==> src/rtl/seg_pkg.sv <==
// Shared types and helpers for the 7-segment code sequencer.
package seg_pkg;

  localparam int CODE_W = 3;

  typedef enum logic [1:0] {
    MANUAL    = 2'd0,
    AUTO      = 2'd1,
    AUTO_HOLD = 2'd2
  } seq_state_e;

  // dir=0 counts up, dir=1 counts down; both wrap inside 0..max
  function automatic logic [CODE_W-1:0] next_code(input logic [CODE_W-1:0] code,
                                                  input logic [CODE_W-1:0] max,
                                                  input logic              dir);
    if (dir) next_code = (code == '0) ? max : code - 1'b1;
    else     next_code = (code == max) ? '0 : code + 1'b1;
  endfunction

endpackage

==> src/rtl/btn_debounce.sv <==
// Two-flop synchroniser plus run-length debouncer for one raw button.
module btn_debounce #(
  parameter int DEBOUNCE_CYCLES = 16
) (
  input  logic clk,
  input  logic rst_n,
  input  logic raw,
  output logic level,
  output logic rise_pulse
);

  localparam int CW = $clog2(DEBOUNCE_CYCLES);
  localparam logic [CW-1:0] CNT_TERM = CW'(DEBOUNCE_CYCLES - 1);

  logic [1:0]    sync;
  logic [CW-1:0] cnt;
  logic          sampled;

  assign sampled = sync[1];

  // A new level is accepted only after DEBOUNCE_CYCLES consecutive differing samples
  always_ff @(posedge clk or negedge rst_n) begin
    if (!rst_n) begin
      sync       <= '0;
      cnt        <= '0;
      level      <= 1'b0;
      rise_pulse <= 1'b0;
    end else begin
      sync       <= {sync[0], raw};
      rise_pulse <= 1'b0;
      if (sampled != level) begin
        if (cnt == CNT_TERM) begin
          level      <= sampled;
          cnt        <= '0;
          rise_pulse <= sampled;
        end else begin
          cnt <= cnt + 1'b1;
        end
      end else begin
        cnt <= '0;
      end
    end
  end

endmodule

==> src/rtl/seg_code_sequencer.sv <==
// Generates the 3-bit A/B/C code for the 7-segment decoder, manual or timed stepping.
// Build option: SEQ_DIR_EN adds btn_dir, a debounced button that toggles count direction.
module seg_code_sequencer
  import seg_pkg::*;
#(
  parameter int DEBOUNCE_CYCLES = 16,
  parameter int AUTO_PERIOD     = 50,
  parameter int CODE_MAX        = 7
) (
  input  logic clk,
  input  logic rst_n,
  input  logic btn_step,
  input  logic btn_mode,
  input  logic hold,
`ifdef SEQ_DIR_EN
  input  logic btn_dir,
`endif
  output logic code_a,
  output logic code_b,
  output logic code_c,
  output logic auto_mode,
  output logic step_pulse
);

  localparam int TW = $clog2(AUTO_PERIOD);
  localparam logic [TW-1:0]     T_TERM = TW'(AUTO_PERIOD - 1);
  localparam logic [CODE_W-1:0] C_MAX  = CODE_W'(CODE_MAX);

  seq_state_e        state, state_nx;
  logic [TW-1:0]     timer, timer_nx;
  logic [CODE_W-1:0] code;
  logic              adv;
  logic              step_p, mode_p, dir;
  logic              unused_step_lvl, unused_mode_lvl;

  btn_debounce #(.DEBOUNCE_CYCLES(DEBOUNCE_CYCLES)) u_db_step (
    .clk(clk), .rst_n(rst_n), .raw(btn_step), .level(unused_step_lvl), .rise_pulse(step_p)
  );

  btn_debounce #(.DEBOUNCE_CYCLES(DEBOUNCE_CYCLES)) u_db_mode (
    .clk(clk), .rst_n(rst_n), .raw(btn_mode), .level(unused_mode_lvl), .rise_pulse(mode_p)
  );

`ifdef SEQ_DIR_EN
  logic dir_p, unused_dir_lvl;

  btn_debounce #(.DEBOUNCE_CYCLES(DEBOUNCE_CYCLES)) u_db_dir (
    .clk(clk), .rst_n(rst_n), .raw(btn_dir), .level(unused_dir_lvl), .rise_pulse(dir_p)
  );

  // The current advance always uses the old direction; a toggle lands afterwards
  always_ff @(posedge clk or negedge rst_n) begin
    if (!rst_n)     dir <= 1'b0;
    else if (dir_p) dir <= ~dir;
  end
`else
  assign dir = 1'b0;
`endif

  // Mode press has priority over step; terminal count and step merge into one advance
  always_comb begin
    state_nx = state;
    timer_nx = timer;
    adv      = 1'b0;
    unique case (state)
      MANUAL: begin
        if (mode_p) begin
          state_nx = AUTO;
          timer_nx = '0;
        end else begin
          adv = step_p;
        end
      end
      AUTO: begin
        if (mode_p) begin
          state_nx = MANUAL;
        end else begin
          if (step_p || timer == T_TERM) begin
            adv      = 1'b1;
            timer_nx = '0;
          end else begin
            timer_nx = timer + 1'b1;
          end
          if (hold) state_nx = AUTO_HOLD;
        end
      end
      AUTO_HOLD: begin
        if (mode_p) begin
          state_nx = MANUAL;
        end else begin
          adv = step_p;
          if (!hold) state_nx = AUTO;
        end
      end
      default: state_nx = MANUAL;
    endcase
  end

  always_ff @(posedge clk or negedge rst_n) begin
    if (!rst_n) begin
      state      <= MANUAL;
      timer      <= '0;
      code       <= '0;
      auto_mode  <= 1'b0;
      step_pulse <= 1'b0;
    end else begin
      state      <= state_nx;
      timer      <= timer_nx;
      auto_mode  <= (state_nx != MANUAL);
      step_pulse <= adv;
      if (adv) code <= next_code(code, C_MAX, dir);
    end
  end

  assign code_a = code[2];
  assign code_b = code[1];
  assign code_c = code[0];

endmodule
==> config.mk <==
export PLATFORM = sky130hd
export DESIGN_NAME = seg_code_sequencer
export DESIGN_NICKNAME = d
export VERILOG_FILES = /design/src/rtl/seg_pkg.sv /design/src/rtl/btn_debounce.sv /design/src/rtl/seg_code_sequencer.sv
export SDC_FILE = /design/constraint.sdc
export NUM_CORES = 1
export LEC_CHECK = 0
export BUFFER_PORTS_ARGS = -buffer_cell sky130_fd_sc_hd__buf_2
export CORE_MARGIN = 2
export CORE_UTILIZATION = 40
export CTS_CLUSTER_SIZE = 28
export DETAILED_ROUTE_END_ITERATION = 10
export SLEW_MARGIN = 25
export SYNTH_ARGS = -nofsm -noshare
export SYNTH_HDL_FRONTEND = slang
export SYNTH_HIERARCHICAL = 1
export SYNTH_SLANG_ARGS = --single-unit
==> constraint.sdc <==
create_clock -name clk -period 2.5 [get_ports clk]
set_clock_uncertainty 0.15 [all_clocks]
set_input_delay 0.375 -clock clk [delete_from_list [all_inputs] [get_ports clk]]
set_output_delay 0.375 -clock clk [all_outputs]
set_load 0.01 [all_outputs]
# Word-level counts from Yosys, hierarchy flattened
# Index checks and enable logic that the tools add are counted.
word_totals:
  in_bits: 5
  latchBits: 0
  ram_bits: 0
  ff_bits: 29
  memories: 0
  rom_bits: 0
classes:
  div_mod_pow: 0
  muxes: 23
  reduce_logical: 8
  shift: 0
  magnitude_cmp: 0
  bitwise: 0
  n_addsub: 4
  mul: 0
  eq_ne: 10
op_table:
  columns: ["operator", "count"]
  rows:
  - ["$mux W6", 3]
  - ["$mux W4", 4]
  - ["$pmux W6 S2", 1]
  - ["$mux W2", 5]
  - ["$add A4 B1 Y4 const B", 2]
  - ["$eq A4 B4 Y1 const B", 2]
  - ["$mux W1", 7]
  - ["$add A6 B1 Y6 const B", 1]
  - ["$eq A6 B6 Y1 const B", 1]
  - ["$pmux W2 S3", 1]
  - ["$reduce_and A2 Y1", 2]
  - ["$reduce_bool A2 Y1", 2]
  - ["$add A3 B1 Y3 const B", 1]
  - ["$eq A3 B3 Y1 const B", 1]
  - ["$mux W3", 1]
  - ["$reduce_and A3 Y1", 1]
  - ["$eq A2 B1 Y1 const B", 1]
  - ["$eq A2 B2 Y1 const B", 1]
  - ["$logic_not A2 Y1", 1]
  - ["$ne A1 B1 Y1", 2]
  - ["$ne A2 B1 Y1 const B", 1]
  - ["$ne A2 B2 Y1 const B", 1]
  - ["$pmux W1 S2", 1]
  - ["$reduce_or A2 Y1", 1]
  - ["$logic_or A1 B1 Y1", 1]

# Depth between registers and ports, before layout
# Gate-level depths: netlist of run 1.
depth:
  word_depth: 5
  depth_mapped: 6
  mapped_depth_nobuf: 6

# By module
# Netlist of run 1, hierarchy kept.
by_module_without_submodules:
  columns: ["mod", "n_inst", "area_per_inst_um2", "cells_each", "seq_area_each_um2"]
  rows:
  - ["seg_code_sequencer", 1, 777.0, 80, 325.3]
  - ["btn_debounce", 2, 312.8, 22, 200.2]

# Worst setup path before layout of run 1
# No wires, ideal clock.
synth_timing:
  path_type: "register to register"
  startpoint: "register timer[1]"
  endpoint: "register code[0]"
  stages_incl_launch_ff: 7
  arrival_time_ps: 1382
  path_slack_ps: 843
  required_time_ps: 2225
  synth_period_minus_slack_ps: 1657
  setup_ps: 125
  path_cell_list: "dfrtp_1 -> inv_1 -> ha_1 -> nand4b_1 -> nor3b_1 -> o21a_2 -> mux2_2"
synth_via:
  elab_chain_len: 5
synth_rtl:
  columns: ["element", "line", "source"]
  rows:
  - ["start, declared", "seg_code_sequencer.sv:30", "logic [TW-1:0] timer, timer_nx;"]
  - ["start signal, assigned", "seg_code_sequencer.sv:108", "timer <= timer_nx;"]
  - ["$eq A6 B6 Y1", "seg_code_sequencer.sv:78", "if (step_p || timer == T_TERM) begin"]
  - ["$logic_or A1 B1 Y1", "seg_code_sequencer.sv:78", null]
  - ["$mux W1", "seg_code_sequencer.sv:78", null]
  - ["$mux W1", "seg_code_sequencer.sv:75", "if (mode_p) begin"]
  - ["$pmux W1 S2", "seg_code_sequencer.sv:65", "unique case (state)"]
  - ["named net adv", "seg_code_sequencer.sv:32", "logic adv;"]
  - ["end signal, assigned", "seg_code_sequencer.sv:111", "if (adv) code <= next_code(code, C_MAX, dir);"]
  - ["end, declared", "seg_code_sequencer.sv:31", "logic [CODE_W-1:0] code;"]
# The timed path passes the listed nets, and every way through them passes these cells.
# A chain may end at the register's enable or synchronous reset.

# Final worst setup path of run 1
layout_timing:
  startpoint: "register timer[1]"
  endpoint: "register code[1]"
# The elaborated chain is that of the path after synthesis.

==> metrics.csv, run 1 <==
stage,metric,value,unit
clocking,H-tree depth,2,
worst_setup_path,worst setup path start,timer[1],
routing,DR pass1 iterations,4,
status,status,"complete, no violations",
routing,DR vias,977,
timing,final hold vios,0,
clocking,TritonCTS clock tree,built,
routing,residual DRC count,0,
place,port buffer count,9,
finish,Non-Filler Instances,184,
worst_setup_path,slowest CP cell,dfrtp_1,
finish,fillers,335,
worst_setup_path,CP Cell Sequence,"inv_1, ha_1, nand4b_1, nor3b_1, o21a_2, mux2_2",
power_and_ir_drop,worst vdd ir,0.402,mV
hold_path,Worst Hold Launch,hold,
global_routing,initial antenna violation count,0,
finish,"commonest non-fill, non-tap cell in the layout",dfrtp_1,
global_routing,GRT Util Overall,14.9,%
floorplan,num rows,21,
clocking,"Clk pin slew, worst setup/hold paths",0.09,ns
clocking,clk_lat worst skew,0.32,ns
synthesis,post-synthesis sequential area ratio,51.7,%
timing,number of setup violations in the final report,0,
finish,fin nets,148,
clocking,hold-fix buffers at CTS,3,
worst_setup_path,FF-to-FF End,code[1],
floorplan,Initial Utilization,41.7,%
synthesis,Ys Warns,6,
timing,Fmax achieved,545,MHz
floorplan,I/O Pins,10,
place,dpl ws,0.665,ns
timing,Tightest Pin Transition,0.624,ns
worst_setup_path,CP Capture Type,register,
routing,vias per cell,5.31,
global_routing,first-pass GRT wire length,4.64,mm
clocking,CTS buffer count,5,
worst_setup_path,Worst Setup Start Kind,register,
worst_setup_path,critical path's largest stage delay,0.43,ns
finish,share of cells above drive strength 1,20.3,%
synthesis,synthesized area,0.00140,sq mm
finish,area grow syn2layout,13.1,%
synthesis,Cells after Synth,124,
worst_setup_path,Crit Path Max Fanout,6,
worst_setup_path,reg2reg start,timer[1],
routing,post-route ant nets,0,
hold_path,HP Class,input pin to register,
timing,Final Max Slew Viols,0,
clocking,post-CTS setup buffers,0,
clocking,Sink Count,29,
floorplan,Die Area,0.00400,sq mm
global_routing,vias in the first global route,1035,
routing,WL/cell,13.3,microns
global_routing,pin count of the biggest net entering global routing,30,
timing,setup ws final,0.665,ns
synthesis,Netlist cell types,36,
synthesis,Syn Nets,135,
clocking,"Gates resized, CTS repair",0,
place,GPL Wtd Cong,0.856,
worst_setup_path,worst setup path end,code[1],
routing,DR iter-0 viols,23,
timing,setup TNS,0,ns
timing,min cycle time layout,1.84,ns
worst_setup_path,flop2flop setup slack,0.66,ns
synthesis,asr flop ratio synth,100,%
timing,RSZ-0062 raised after global routing,no,
synthesis,"EDFF count, synth",0,
clocking,CTS Root Cell,clkbuf_4,
timing,"Period Utilization, post-route",73.4,%
finish,Util after Layout,47.2,%
flow_run,max cap viols,0,
synthesis,#FFs+latches synth,29,
clocking,maximum clock path buffer count,2,
synthesis,Syn Area/Cell,11.3,sq um
place,dpl hpwl,1.72,mm
worst_setup_path,Worst EP required,2.56,ns
finish,"commonest cells after routing, fill and taps aside","dfrtp_1 (29), buf_2 (9), a21oi_1 (8), o21ai_0 (8)",
finish,diodes inserted,0,
floorplan,chip height,63.2,microns
floorplan,Core Box Area,0.00336,sq mm
power_and_ir_drop,Leak,0.714,nW
power_and_ir_drop,Pwr Density,735,mW/mm^2
worst_setup_path,Reg2Reg Depth,6,
worst_setup_path,worst setup path class,register to register,
timing,slew margin rel.,58.4,%
global_routing,remaining global-route overflow,0,
worst_setup_path,CP arrival,1.90,ns
floorplan,Chip Width,63.2,microns
timing,Hold WS,0.112,ns
routing,final wirelength,2.46,mm
place,placed insts,173,
synthesis,main flop type after synthesis,dfrtp_1,
cell type report:
class | instances | area, sq um | share of cell area [%]
clock inverter | 1 | 30.0 | 1.89
inverter | 5 | 18.8 | 1.18
timing repair buffer | 12 | 75.1 | 4.73
tap | 46 | 57.6 | 3.63
multi-input combinational | 84 | 624 | 39.4
sequential | 29 | 726 | 45.7
clock buffer | 7 | 55.1 | 3.47
state kept, by name (all words and copies together), names as in the netlist, 2 cells and up:
register and cells:
u_db_step/cnt 4, state 2, u_db_mode/sync 2, code 3, u_db_step/sync 2, timer 6
u_db_mode/cnt 4
how the worst min path moves through the flow:
stage | end | depth (start not counted)
6_report | state[0] | 2
5_1_grt | state[0] | 2
4_1_cts | state[0] | 2
3_5_place_dp | u_db_step/sync[1] | 0
3_3_place_gp | u_db_mode/sync[1] | 0
2_1_floorplan | auto_mode | 0
per-layer routing:
| layer | part of all wire [%] | track usage, % |
|---|---|---|
| met1 | 45 | 17.6 |
| met2 | 49 | 25.0 |
| met3 | 4.0 | 4.11 |
| met4 | 1.8 | 7.34 |
| met5 | 0 | 0 |
stage by stage:
| step | total power, mW | instance area, sq um |
|---|---|---|
| after floorplan | 0.726 | 1400 |
| after global placement | 0.766 | 1470 |
| after detailed placement | 0.776 | 1470 |
| after CTS | 1.18 | 1590 |
| after global routing | 1.24 | 1590 |
| final | 1.17 | 1590 |
synthesized netlist by cell type, types with 3 or more instances:
cell type / count / share of area [%]
dfrtp_1: 29 / 52
a21oi_1: 8 / 2.9
o21ai_0: 8 / 2.9
ha_1: 6 / 5.4
nand2_1: 6 / 1.6
xnor2_1: 6 / 3.7
inv_1: 5 / 1.3
nor2_1: 5 / 1.3
nor3b_1: 4 / 2.1
buf_2: 3 / 1.1
mux2_2: 3 / 2.4
nand2b_1: 3 / 1.3
nand3_1: 3 / 1.1
nand4b_1: 3 / 1.9
nor2b_1: 3 / 1.3
o31ai_1: 3 / 1.6
cells by family (layout without fill, tap and decap cells):
logic type / count (synthesis) / in the layout / share of synthesized area, %
AO/OA/AOI/OAI: 29 / 29 / 13.1
AND/OR/NAND/NOR: 38 / 38 / 17.8
XOR/XNOR: 6 / 6 / 3.75
flip-flops: 29 / 29 / 51.7
buffers and inverters: 11 / 25 / 3.75
multiplexers: 5 / 5 / 4.55
adder cells (fa/ha/maj): 6 / 6 / 5.35
worst max-delay path: cells and delay by family (launching register included):
family / cells / cell delay (ns)
muxes: 1 / 0.35
AOI/OAI and AO/OA: 1 / 0.20
DFF: 1 / 0.43
adders and majority gates: 1 / 0.15
and+or+nand+nor: 2 / 0.38
buffers and inverters: 1 / 0.07
power breakdown:
part | switching (mW) | internal (mW) | leakage [nW]
Clock | 0.158 | 0.239 | 0.0455
Sequential | 0.0732 | 0.515 | 0.376
Combinational | 0.0904 | 0.0912 | 0.292
(Power assumes the default switching activity.)
==> inputs of run 2 (changes only) <==
==> constraint.sdc (replaced) <==
create_clock -name clk -period 1.9 [get_ports clk]
set_clock_uncertainty 0.15 [all_clocks]
set_input_delay 0.285 -clock clk [delete_from_list [all_inputs] [get_ports clk]]
set_output_delay 0.285 -clock clk [all_outputs]
set_load 0.01 [all_outputs]
==> metrics.csv, run 2 (same netlist as run 1, synthesis figures left out) <==
stage,metric,value,unit
clocking,maximum clock path buffer count,2,
floorplan,Core Box Area,0.00336,sq mm
power_and_ir_drop,cell-internal power,1.13,mW
finish,Util after Layout,48.8,%
hold_path,HP Class,input pin to register,
clocking,CTS buffer count,5,
timing,number of setup violations in the final report,0,
finish,fin nets,154,
finish,fillers,315,
floorplan,I/O Pins,10,
power_and_ir_drop,Clk pwr share,33.9,%
worst_setup_path,Crit Path Max Fanout,6,
global_routing,first-pass GRT wire length,4.78,mm
timing,Fmax achieved,549,MHz
clocking,Sink Count,29,
finish,area grow syn2layout,16.9,%
routing,DR iter-0 viols,52,
timing,Tightest Pin Transition,0.614,ns
global_routing,pin count of the biggest net entering global routing,30,
global_routing,GRT Util Overall,15.8,%
floorplan,chip height,63.2,microns
place,GPL Wtd Cong,0.789,
floorplan,num rows,21,
routing,residual DRC count,0,
status,status,"complete, no violations",
place,port buffer count,9,
routing,final wirelength,2.59,mm
finish,biggest regs,"timer: 6 flops, u_db_mode/cnt: 4 flops, u_db_step/cnt: 4 flops",
place,dpl ws,0.0765,ns
worst_setup_path,Worst EP required,1.97,ns
global_routing,initial antenna violation count,0,
floorplan,Die Area,0.00400,sq mm
clocking,"Clk pin slew, worst setup/hold paths",0.09,ns
finish,"commonest cells after routing, fill and taps aside","dfrtp_1 (29), buf_2 (9), a21oi_1 (8), o21ai_0 (8)",
worst_setup_path,worst setup path class,register to register,
finish,Non-Filler Instances,190,
power_and_ir_drop,Comb power frac,17.3,%
routing,post-route ant nets,0,
routing,vias per cell,5.16,
worst_setup_path,CP Capture Type,register,
floorplan,Initial Utilization,41.7,%
power_and_ir_drop,Pwr Density,950,mW/mm^2
routing,DR vias,980,
finish,most flop-heavy register,timer,
finish,share of cells above drive strength 1,25.0,%
clocking,clk_lat worst skew,0.34,ns
finish,post-route cell area,0.00164,sq mm
power_and_ir_drop,worst vdd ir,0.425,mV
worst_setup_path,Worst Setup Start Kind,register,
clocking,TritonCTS clock tree,built,
timing,"Period Utilization, post-route",95.9,%
place,dpl hpwl,1.79,mm
timing,final hold vios,0,
worst_setup_path,CP arrival,1.89,ns
place,placed insts,177,
timing,min cycle time layout,1.82,ns
finish,max reg flops,6,
power_and_ir_drop,switching power,0.431,mW
power_and_ir_drop,Leak,0.750,nW
finish,diodes inserted,0,
routing,DR pass1 iterations,4,
flow_run,max cap viols,0,
finish,"commonest non-fill, non-tap cell in the layout",dfrtp_1,
timing,setup ws final,0.0782,ns
routing,WL/cell,13.6,microns
clocking,CTS Root Cell,clkbuf_4,
power_and_ir_drop,Sw Share,27.7,%
power_and_ir_drop,sequential power share,48.8,%
place,placed cell areas,0.00150,sq mm
timing,slew margin rel.,59.1,%
clocking,H-tree depth,2,
global_routing,vias in the first global route,1046,
floorplan,Chip Width,63.2,microns
timing,Final Max Slew Viols,0,
power_and_ir_drop,Tot Pwr,1.56,mW
global_routing,remaining global-route overflow,0,
-- run 2: cell count changes in the layout (fill, tap and decap cells not counted) --
cell	previous run	this run
nor3b_2	2	3
o21bai_1	1	0
nor3b_1	4	3
buf_4	0	6
o21bai_2	0	1
-- run 2: path summary, 6_finish.rpt --
kind                                    from                    to  slack, ns  cells past startpoint
setup / recovery                    timer[1]               code[1]       0.08                      6
hold reg to reg            u_db_step/sync[0]     u_db_step/sync[1]       0.22                      0
setup reg to reg                    timer[1]               code[1]       0.08                      6
hold / removal                          hold              state[0]       0.02                      2
max in group asynchronous              rst_n              timer[2]       0.84                      2
min in group asynchronous              rst_n  u_db_step/rise_pulse       0.35                      2
-- run 2: per-layer routing --
layer  up-vias  global-route usage [%]  wire length (microns)
met5         -                       0                      0
met4         0                    10.3                     66
met3         7                    3.93                    109
met2        22                    25.4                   1270
met1       467                    18.7                   1140
li1        484                       -                      -
-- run 2: repair_timing --
| item | 4_1_cts | 5_1_grt |
|---|---|---|
| resized for setup | 0 | 2 |
| hold endpoints to repair | 31 | 0 |
| hold buffers | 3 | 0 |
| setup endpoints to repair | 0 | 4 |
| buffers inserted | 0 | 2 |
-- run 2: final cells by class --
class | count | area [sq um] | area share (%)
multi-input cells | 84 | 633 | 38.6
clock inverters | 1 | 30.0 | 1.83
inverters | 5 | 18.8 | 1.14
well taps | 46 | 57.6 | 3.51
clock buffers | 7 | 55.1 | 3.36
repair buffers | 18 | 120 | 7.32
flip-flops and latches | 29 | 726 | 44.2
-- run 2: worst max-delay path, stage by stage (launching register included) --
cell and delay [ns]:
dfrtp_1 0.43, inv_1 0.07, ha_1 0.13, nand4b_1 0.18, nor3b_2 0.19, o21a_2 0.20
mux2_2 0.35
-- run 2: power by group through the flow --
stage	Sequential (mW)	Clock [mW]	Combinational, mW
finish	0.761	0.528	0.269
global route	0.771	0.582	0.311
CTS	0.756	0.544	0.272
detailed placement	0.768	0	0.266
global placement	0.763	0	0.260
floorplan	0.740	0	0.216
-- run 2: metrics by stage --
step / TNS, ns / hold slack (ns)
6_report: 0 / 0.0191
5_1_grt: -0.0541 / 0.0105
4_1_cts: 0 / 0.00185
3_5_place_dp: 0 / 0.196
3_3_place_gp: 0 / 0.185
2_1_floorplan: 0 / -0.161
